**config.mk**
```make
export PLATFORM = sky130hd
export DESIGN_NAME = hilo_mul_ctrl_flat
export DESIGN_NICKNAME = d
export VERILOG_FILES = /design/src/rtl/hilo_pkg.sv /design/src/rtl/hilo_mul_ctrl_if.sv /design/src/rtl/hilo_fix.sv /design/src/rtl/hilo_mul_ctrl.sv /design/src/flat_wrapper.sv
export SDC_FILE = /design/constraint.sdc
export NUM_CORES = 1
export LEC_CHECK = 0
export ABC_CLOCK_PERIOD_IN_PS = 5700
export BUFFER_PORTS_ARGS = -buffer_cell sky130_fd_sc_hd__buf_2
export CAP_MARGIN = 20
export CORE_MARGIN = 2
export CORE_UTILIZATION = 50
export CTS_CLUSTER_SIZE = 10
export DETAILED_ROUTE_END_ITERATION = 7
export GPL_TIMING_DRIVEN = 1
export PLACE_DENSITY = 0.92
export SYNTH_ARGS = -nofsm -noshare
export SYNTH_HDL_FRONTEND = slang
export SYNTH_SLANG_ARGS = --single-unit
```
**constraint.sdc**
```tcl
create_clock -name iClk -period 5.7 [get_ports iClk]
set_input_delay 0.855 -clock iClk [delete_from_list [all_inputs] [get_ports iClk]]
set_output_delay 0.855 -clock iClk [all_outputs]
set_load 0.02 [all_outputs]
```
**src/rtl/hilo_pkg.sv**
```systemverilog
// Shared definitions for the HI/LO multiply front end: op codes, FSM
// states and timeout counter width.
package hilo_pkg;

    localparam int OP_W      = 3;
    localparam int TIMEOUT_W = 6;

    // 3'b111 is left unnamed on purpose; it decodes as a NOP.
    typedef enum logic [OP_W-1:0] {
        OP_NOP   = 3'd0,
        OP_MULT  = 3'd1,
        OP_MULTU = 3'd2,
        OP_MFHI  = 3'd3,
        OP_MFLO  = 3'd4,
        OP_MTHI  = 3'd5,
        OP_MTLO  = 3'd6
    } opE;

    typedef enum logic [2:0] {
        S_IDLE = 3'd0,
        S_ARM  = 3'd1,
        S_GO   = 3'd2,
        S_WAIT = 3'd3,
        S_FIX  = 3'd4
    } stateE;

endpackage

```
**src/rtl/hilo_mul_ctrl_if.sv**
```systemverilog
// Execute-stage request bus into the HI/LO multiply front end.
// master = execute stage, slave = hilo_mul_ctrl.
interface hilo_mul_ctrl_if;
    import hilo_pkg::*;

    logic            iValid;
    logic [OP_W-1:0] iOp;
    logic [31:0]     iRs;
    logic [31:0]     iRt;
    logic            oStall;
    logic [31:0]     oRdata;

    modport master (output iValid, iOp, iRs, iRt, input oStall, oRdata);
    modport slave  (input iValid, iOp, iRs, iRt, output oStall, oRdata);

endinterface

```
**src/rtl/hilo_fix.sv**
```systemverilog
// Turns the signed high word from the core into the unsigned high word:
// each operand with its top bit set contributes 2^32 * other operand.
module hilo_fix (
    input  logic [31:0] hi_s,
    input  logic [31:0] rs,
    input  logic [31:0] rt,
    output logic [31:0] hi_u
);

    // Modulo-2^32 sum of the signed high word and both correction terms.
    always_comb begin
        hi_u = hi_s + (rs[31] ? rt : 32'd0) + (rt[31] ? rs : 32'd0);
    end

endmodule

```
**src/rtl/hilo_mul_ctrl.sv**
```systemverilog
// HI/LO front end for the iterative Booth multiplier core.
// Build option: define HILO_MULTU_EN to give MULTU the unsigned high-word
// correction; without it MULTU runs exactly as a signed MULT.
//
// state | meaning
// IDLE  | accepting ops; MF/MT served here
// ARM   | core held in reset for one cycle to clear its sticky done
// GO    | one-cycle start pulse to the core
// WAIT  | waiting for done, bounded by TIMEOUT_CYC
// FIX   | HI/LO written from the core product at the end of this cycle
module hilo_mul_ctrl
    import hilo_pkg::*;
#(
    parameter int unsigned TIMEOUT_CYC = 63
) (
    input  logic              iClk,
    input  logic              iReset,
    hilo_mul_ctrl_if.slave    bus,
    output logic              oBusy,
    output logic              oTimeout,
    output logic              oMulRst_b,
    output logic              oMulGo,
    output logic [31:0]       oMer,
    output logic [31:0]       oMand,
    input  logic              iMulDone,
    input  logic [31:0]       iMulHi,
    input  logic [31:0]       iMulLo
);

    localparam logic [TIMEOUT_W-1:0] TMO = TIMEOUT_CYC[TIMEOUT_W-1:0];

    stateE                state;
    stateE                stateNext;
    logic [TIMEOUT_W-1:0] waitCnt;
    logic [TIMEOUT_W-1:0] cntInc;
    logic [31:0]          hi;
    logic [31:0]          lo;
    logic [31:0]          hiResult;
    logic                 accept;
    logic                 mulAccept;
    logic                 timeoutHit;

    // Request decode, next state and core handshake outputs.
    always_comb begin
        stateNext  = state;
        cntInc     = waitCnt + 1'b1;
        accept     = bus.iValid && (state == S_IDLE);
        mulAccept  = accept && ((bus.iOp == OP_MULT) || (bus.iOp == OP_MULTU));
        timeoutHit = (state == S_WAIT) && !iMulDone && (cntInc == TMO);
        case (state)
            S_IDLE: if (mulAccept) stateNext = S_ARM;
            S_ARM:  stateNext = S_GO;
            S_GO:   stateNext = S_WAIT;
            S_WAIT: begin
                if (iMulDone)        stateNext = S_FIX;
                else if (timeoutHit) stateNext = S_IDLE;
            end
            S_FIX:  stateNext = S_IDLE;
            default: stateNext = S_IDLE;
        endcase
    end

    assign bus.oStall = bus.iValid && (bus.iOp != OP_NOP) && (bus.iOp != 3'b111)
                        && (state != S_IDLE);
    assign bus.oRdata = (accept && (bus.iOp == OP_MFHI)) ? hi :
                        (accept && (bus.iOp == OP_MFLO)) ? lo : 32'd0;
    assign oBusy      = (state != S_IDLE);
    assign oTimeout   = timeoutHit && !iReset;
    assign oMulGo     = (state == S_GO) && !iReset;
    assign oMulRst_b  = !iReset && (state != S_ARM);

`ifdef HILO_MULTU_EN
    logic        isUnsigned;
    logic [31:0] hiU;

    hilo_fix uFix (
        .hi_s (iMulHi),
        .rs   (oMand),
        .rt   (oMer),
        .hi_u (hiU)
    );

    // Remember whether the in-flight multiply needs the unsigned fix.
    always_ff @(posedge iClk) begin
        if (iReset)         isUnsigned <= 1'b0;
        else if (mulAccept) isUnsigned <= (bus.iOp == OP_MULTU);
    end

    assign hiResult = isUnsigned ? hiU : iMulHi;
`else
    assign hiResult = iMulHi;
`endif

    // State, wait counter, operand latches and the HI/LO registers.
    always_ff @(posedge iClk) begin
        if (iReset) begin
            state   <= S_IDLE;
            waitCnt <= '0;
            hi      <= '0;
            lo      <= '0;
            oMer    <= '0;
            oMand   <= '0;
        end else begin
            state   <= stateNext;
            waitCnt <= (state == S_WAIT) ? cntInc : '0;
            if (mulAccept) begin
                oMand <= bus.iRs;
                oMer  <= bus.iRt;
            end
            if (state == S_FIX) begin
                hi <= hiResult;
                lo <= iMulLo;
            end else if (accept && (bus.iOp == OP_MTHI)) begin
                hi <= bus.iRs;
            end else if (accept && (bus.iOp == OP_MTLO)) begin
                lo <= bus.iRs;
            end
        end
    end

endmodule
```
**src/flat_wrapper.sv**
```systemverilog
// flat-port wrapper written by rule: the top's interface ports become plain ports
module hilo_mul_ctrl_flat import hilo_pkg::*;
#(
    parameter int unsigned TIMEOUT_CYC = 63
)
  (iClk, iReset, oBusy, oTimeout, oMulRst_b, oMulGo, oMer, oMand, iMulDone, iMulHi, iMulLo, bus_iValid, bus_iOp, bus_iRs, bus_iRt, bus_oStall, bus_oRdata);
  hilo_mul_ctrl_if bus_i ();
  input  logic iClk;
  input  logic iReset;
  output logic oBusy;
  output logic oTimeout;
  output logic oMulRst_b;
  output logic oMulGo;
  output logic [31:0] oMer;
  output logic [31:0] oMand;
  input  logic iMulDone;
  input  logic [31:0] iMulHi;
  input  logic [31:0] iMulLo;
  input wire logic [$bits(bus_i.iValid)-1:0] bus_iValid;
  input wire logic [$bits(bus_i.iOp)-1:0] bus_iOp;
  input wire logic [$bits(bus_i.iRs)-1:0] bus_iRs;
  input wire logic [$bits(bus_i.iRt)-1:0] bus_iRt;
  output wire logic [$bits(bus_i.oStall)-1:0] bus_oStall;
  output wire logic [$bits(bus_i.oRdata)-1:0] bus_oRdata;
  assign bus_i.iValid = bus_iValid;
  assign bus_i.iOp = bus_iOp;
  assign bus_i.iRs = bus_iRs;
  assign bus_i.iRt = bus_iRt;
  assign bus_oStall = bus_i.oStall;
  assign bus_oRdata = bus_i.oRdata;
  hilo_mul_ctrl #(.TIMEOUT_CYC(TIMEOUT_CYC)) u_core (.iClk(iClk), .iReset(iReset), .bus(bus_i), .oBusy(oBusy), .oTimeout(oTimeout), .oMulRst_b(oMulRst_b), .oMulGo(oMulGo), .oMer(oMer), .oMand(oMand), .iMulDone(iMulDone), .iMulHi(iMulHi), .iMulLo(iMulLo));
endmodule
```
**After elaboration in Yosys (flattened, before gate mapping)**

Index checks and enable logic that the tools add are counted.

- Register bits after elaboration: 137
- Bits of input ports: 135
- Word-level logic and storage cells: 60

- $add $sub $neg: 1
- Equality and inequality tests: 16
- Multiplexer cells: 11
- Bitwise gates (word level): 1
- Reduce and logical (&&, ||, !) cells: 25

Operators with widths:

| cell | number |
|---|---|
| $mux 32 | 7 |
| $logic_and 1x1->1 | 14 |
| $eq 3x2->1 const B | 4 |
| $eq 3x3->1 const B | 4 |
| $pmux 3 s4 | 1 |
| $mux 3 | 3 |
| $add 6x1->6 const B | 1 |
| $eq 3x1->1 const B | 2 |
| $eq 6x6->1 const B | 1 |
| $reduce_bool 3->1 | 2 |
| $ne 2x1->1 const B | 2 |
| $reduce_and 2->1 | 2 |
| $reduce_bool 2->1 | 2 |
| $logic_not 3->1 | 1 |
| $ne 3x1->1 const B | 1 |
| $ne 3x2->1 const B | 1 |
| $ne 3x3->1 const B | 1 |
| $logic_not 1->1 | 2 |
| $reduce_or 2->1 | 1 |
| $logic_or 1x1->1 | 1 |
| $not 1->1 | 1 |

**Logic depth before layout (Yosys ltp)**

- Word-level depth: 6
- Mapped depth: 7

**Least setup slack after synthesis**

Ideal clock, no wire load.

- Path kind: input-to-output
- Start: input port iReset
- End: output port oTimeout
- Arrival time: 2.351 ns
- Data required time: 4.845 ns
- Slack: 2.494 ns
- Cell stages on the path: 4
- Path buffers: 2
- Cell sequence: clkbuf_1 > or4bb_1 > clkbuf_1 > nor4_1

- Word-level cells in the longest chain between the ends: 2

RTL lines:

| what | RTL line | RTL |
|---|---|---|
| from (decl) | flat_wrapper.sv:9 | `input logic iReset;` |
| $logic_not 1->1 | hilo_mul_ctrl.sv:68 | `assign oTimeout = timeoutHit && !iReset;` |
| $logic_and 1x1->1 | hilo_mul_ctrl.sv:68 |  |
| to (decl) | flat_wrapper.sv:11 | `output logic oTimeout;` |

Every way passes these cells.

**Worst setup path in the final report**

- Start: input port bus_iValid
- End: output port bus_oRdata[15]

- Word-level cells in the longest chain between the ends: 4

RTL lines:

| what | RTL line | RTL |
|---|---|---|
| from (decl) | flat_wrapper.sv:19 | `input wire logic [$bits(bus_i.iValid)-1:0] bus_iValid;` |
| $logic_and 1x1->1 (*) | hilo_mul_ctrl.sv:47 | `accept = bus.iValid && (state == S_IDLE);` |
| $logic_and 1x1->1 | hilo_mul_ctrl.sv:66 | `(accept && (bus.iOp == OP_MFLO)) ? lo : 32'd0;` |
| $mux 32 | hilo_mul_ctrl.sv:66 |  |
| $mux 32 (*) | hilo_mul_ctrl.sv:65 | `assign bus.oRdata = (accept && (bus.iOp == OP_MFHI)) ? hi :` |
| to (decl) | flat_wrapper.sv:24 | `output wire logic [$bits(bus_i.oRdata)-1:0] bus_oRdata;` |

Every way passes the cells marked *; elsewhere a longest branch is shown, timed or not.

==> key figures <==
Layout
  – Share of layout cells above drive strength 1: between 30% and 40%
  – Layout area overhead: 28.1%
  – Diode count: 0
  – Nets: 968

Clocking
  – Clock transition at path regs: approximately 50 ps
  – Setup Buffers After CTS: 0
  – Cell chosen for the clock root: clkbuf_16
  – Clk sink count: between 100 and 150
  – CTS tree: done
  – CTS max path bufs: 2
  – H-Tree Depth: 4
  – Hold_buf cts: 0
  – CTS-repair resized insts: 0
  – Clk_lat worst skew: between 400 and 500 ps
  – CTS buffer count: 17

Yosys
  – Post-Synthesis Cells: 626
  – Count leader, synth: nor2_1
  – Synth cell types: 37
  – Synth top area cells: dfxtp_1 (45%), mux2i_1 (21%), nor2_1 (11%)
  – Synth Flop Type: dfxtp_1
  – Syn Area/Cell: just under 10 um^2
  – Post-Syn Nets: 763
  – Area share of the largest cell type after synthesis: around 45%
  – Seq/Total Area, Yosys: between 40% and 50%
  – Biggest area consumer among synthesized cells: dfxtp_1
  – Share of flip-flops with an asynchronous set or reset: 0%
  – Top cells by count, synth: nor2_1 (171), dfxtp_1 (137), mux2i_1 (128)
  – #FFs+latches synth: between 100 and 150
  – Post-synth EDFFs: 0
  – Synthesized cell area: between 6000 and 7000 um^2
  – Syn. warnings: 0

Worst setup path
  – Crit path top cell by count: buf_2
  – Crit path launch type: input port
  – WP data arrival: 2440 ps
  – Slowest-stage cell, CP: or4b_2
  – WP data required: just under 5000 ps
  – Critical Path Max Stage Delay: roughly 1000 ps
  – WS Path Type: in -> out
  – Worst path cell trace: buf_2, or4b_2, nor2_1, buf_2
  – Worst Setup End Kind: primary output
  – CP max FO: 35

Die
  – Io pins: 236
  – Initial Util: around 50%
  – Die Height: around 110 um
  – Standard-cell rows: 40
  – Die width: 114 um
  – Core Region: approximately 12,000 um^2
  – Die Area: approximately 13,000 um^2

Route
  – DRC violations left: 0
  – ANT nets after route: 0
  – WL per Instance: ~15 um
  – DRT Wirelength: between 15,000 and 20,000 um
  – Drt pass-1 iters: 5
  – Vias per inst: 5.36
  – DR vias: between 5,000 and 6,000
  – Iteration-0 DRC Markers: between 200 and 300

Run
  – Max_cap viols: 0

STA
  – Max Transition Viols Final: 0
  – Fin crit share: 57.8%
  – Setup Viol. Count Final: 0
  – Fin. Hold Viols: 0
  – Final Skew: around 5.3 ps
  – Hold WS: 464 ps
  – Max frequency: a little over 0.3 GHz
  – Actual slew at the worst max-slew pin: 952 ps
  – Fin crit period: 3300 ps
  – Worst rel slew slack: between 30% and 40%
  – Setup TNS Final: 0 ps
  – RSZ-0062 raised after global routing: false

Power
  – Worst IR Drop VDD: 0.196 mV
  – Leak pwr: between 4 and 5 nW
  – Final Power: between 2 and 2.5 mW
  – Power density cells: between 300 and 400 nW/um^2

Global route
  – Pin count of the biggest net entering global routing: 90
  – GRT Resource Usage Total: between 20% and 30%
  – Vias in the first global route: 5,027
  – Initial antenna violation count: 0
  – GR Overflow Total: 0
  – First-pass GRT wire length: 24,000 um

Min path
  – Min-delay worst type: reg -> reg

Status
  – Status: complete, no violations

Placed design
  – PortBufs: between 200 and 250
  – Gpl congestion: around 0.76
  – Detailed Place HPWL: between 10,000 and 15,000 um
[where the power goes]
| part | internal [mW] | switching, mW |
|---|---|---|
| logic | 0.107 | 0.151 |
| registers | 0.997 | 0.0210 |
| clock network | 0.744 | 0.388 |
[placed cells by master, fill, tap and decap left out, types with 2 or more instances in the layout]
cell / Yosys / routed
nor2_1: 171 / 170
inv_1: 2 / 2
nor3b_1: 3 / 2
o21ai_0: 2 / 2
o21ai_4: 1 / 2
clkbuf_1: 25 / 3
buf_4: 3 / 7
clkbuf_16: 0 / 17
clkinv_2: 0 / 3
and3_1: 2 / 2
bufinv_16: 0 / 3
clkbuf_8: 0 / 5
nand3_1: 2 / 2
dfxtp_1: 137 / 137
xor2_1: 3 / 3
nand2_1: 2 / 2
a22oi_1: 32 / 32
mux2i_1: 128 / 128
xnor2_1: 2 / 2
nand3b_1: 2 / 2
nor3_1: 2 / 2
a211oi_1: 65 / 65
ha_1: 2 / 2
buf_2: 13 / 234
[metrics by stage]
stage / instances / utilization (%) / area, um^2 / setup WS, ps
after floorplan: 626 / - / 6040 / 2490
after global placement: 959 / 59.8 / 7120 / 2180
after detailed placement: 959 / 59.8 / 7120 / 2070
after CTS: 991 / 64.9 / 7740 / 2390
after global routing: 991 / 64.9 / 7740 / 2280
final: 991 / 64.9 / 7740 / 2400
[final timing paths]
path,slack [ps],end,cells after the start,from
worst max-delay path,2400,bus_oRdata[15],4,bus_iValid
worst min register to register,460,u_core.waitCnt[0],1,u_core.waitCnt[0]
worst min-delay path,460,u_core.waitCnt[0],1,u_core.waitCnt[0]
worst max register to register,2540,u_core.lo[7],5,u_core.state[2]
[registers in the layout, summed over array words and instances (netlist names)]
register and count:
u_core.oMand 32, u_core.hi 32, u_core.oMer 32, u_core.lo 32, u_core.state 3, u_core.waitCnt 6
[cells by family after synthesis]
kind of cell | count (synthesis) | share of synthesized area, %
muxes | 128 | 21.2
adders and majority gates | 2 | 0.414
xor gates and xnor gates | 5 | 0.725
DFF | 137 | 45.4
AOI/OAI and AO/OA | 103 | 12.8
buffers and inverters | 57 | 6.03
and+or+nand+nor | 194 | 13.4
[layer usage]
layer | up-vias | share of wire, % | global-route usage (%)
met2 | 205 | 50 | 41.4
met1 | 2455 | 41 | 26.7
met4 | 0 | 1.3 | 8.46
met5 | - | 0 | 0
met3 | 18 | 7.7 | 6.59
li1 | 2634 | - | -
[cell type report]
type / instances / area (um^2)
fill: 961 / 4180
clock inverter: 7 / 113
multi-input combinational: 432 / 2960
sequential: 137 / 2740
clock buffer: 25 / 505
timing repair buffer: 241 / 1220
inverter: 2 / 7.51
tap: 147 / 184
[worst max-delay path, delay by kind of cell]
family,cells,cell delay (ps)
buf+inv,2,290
simple gates,2,1280
Note: power is estimated with default switching activity, not from simulation.
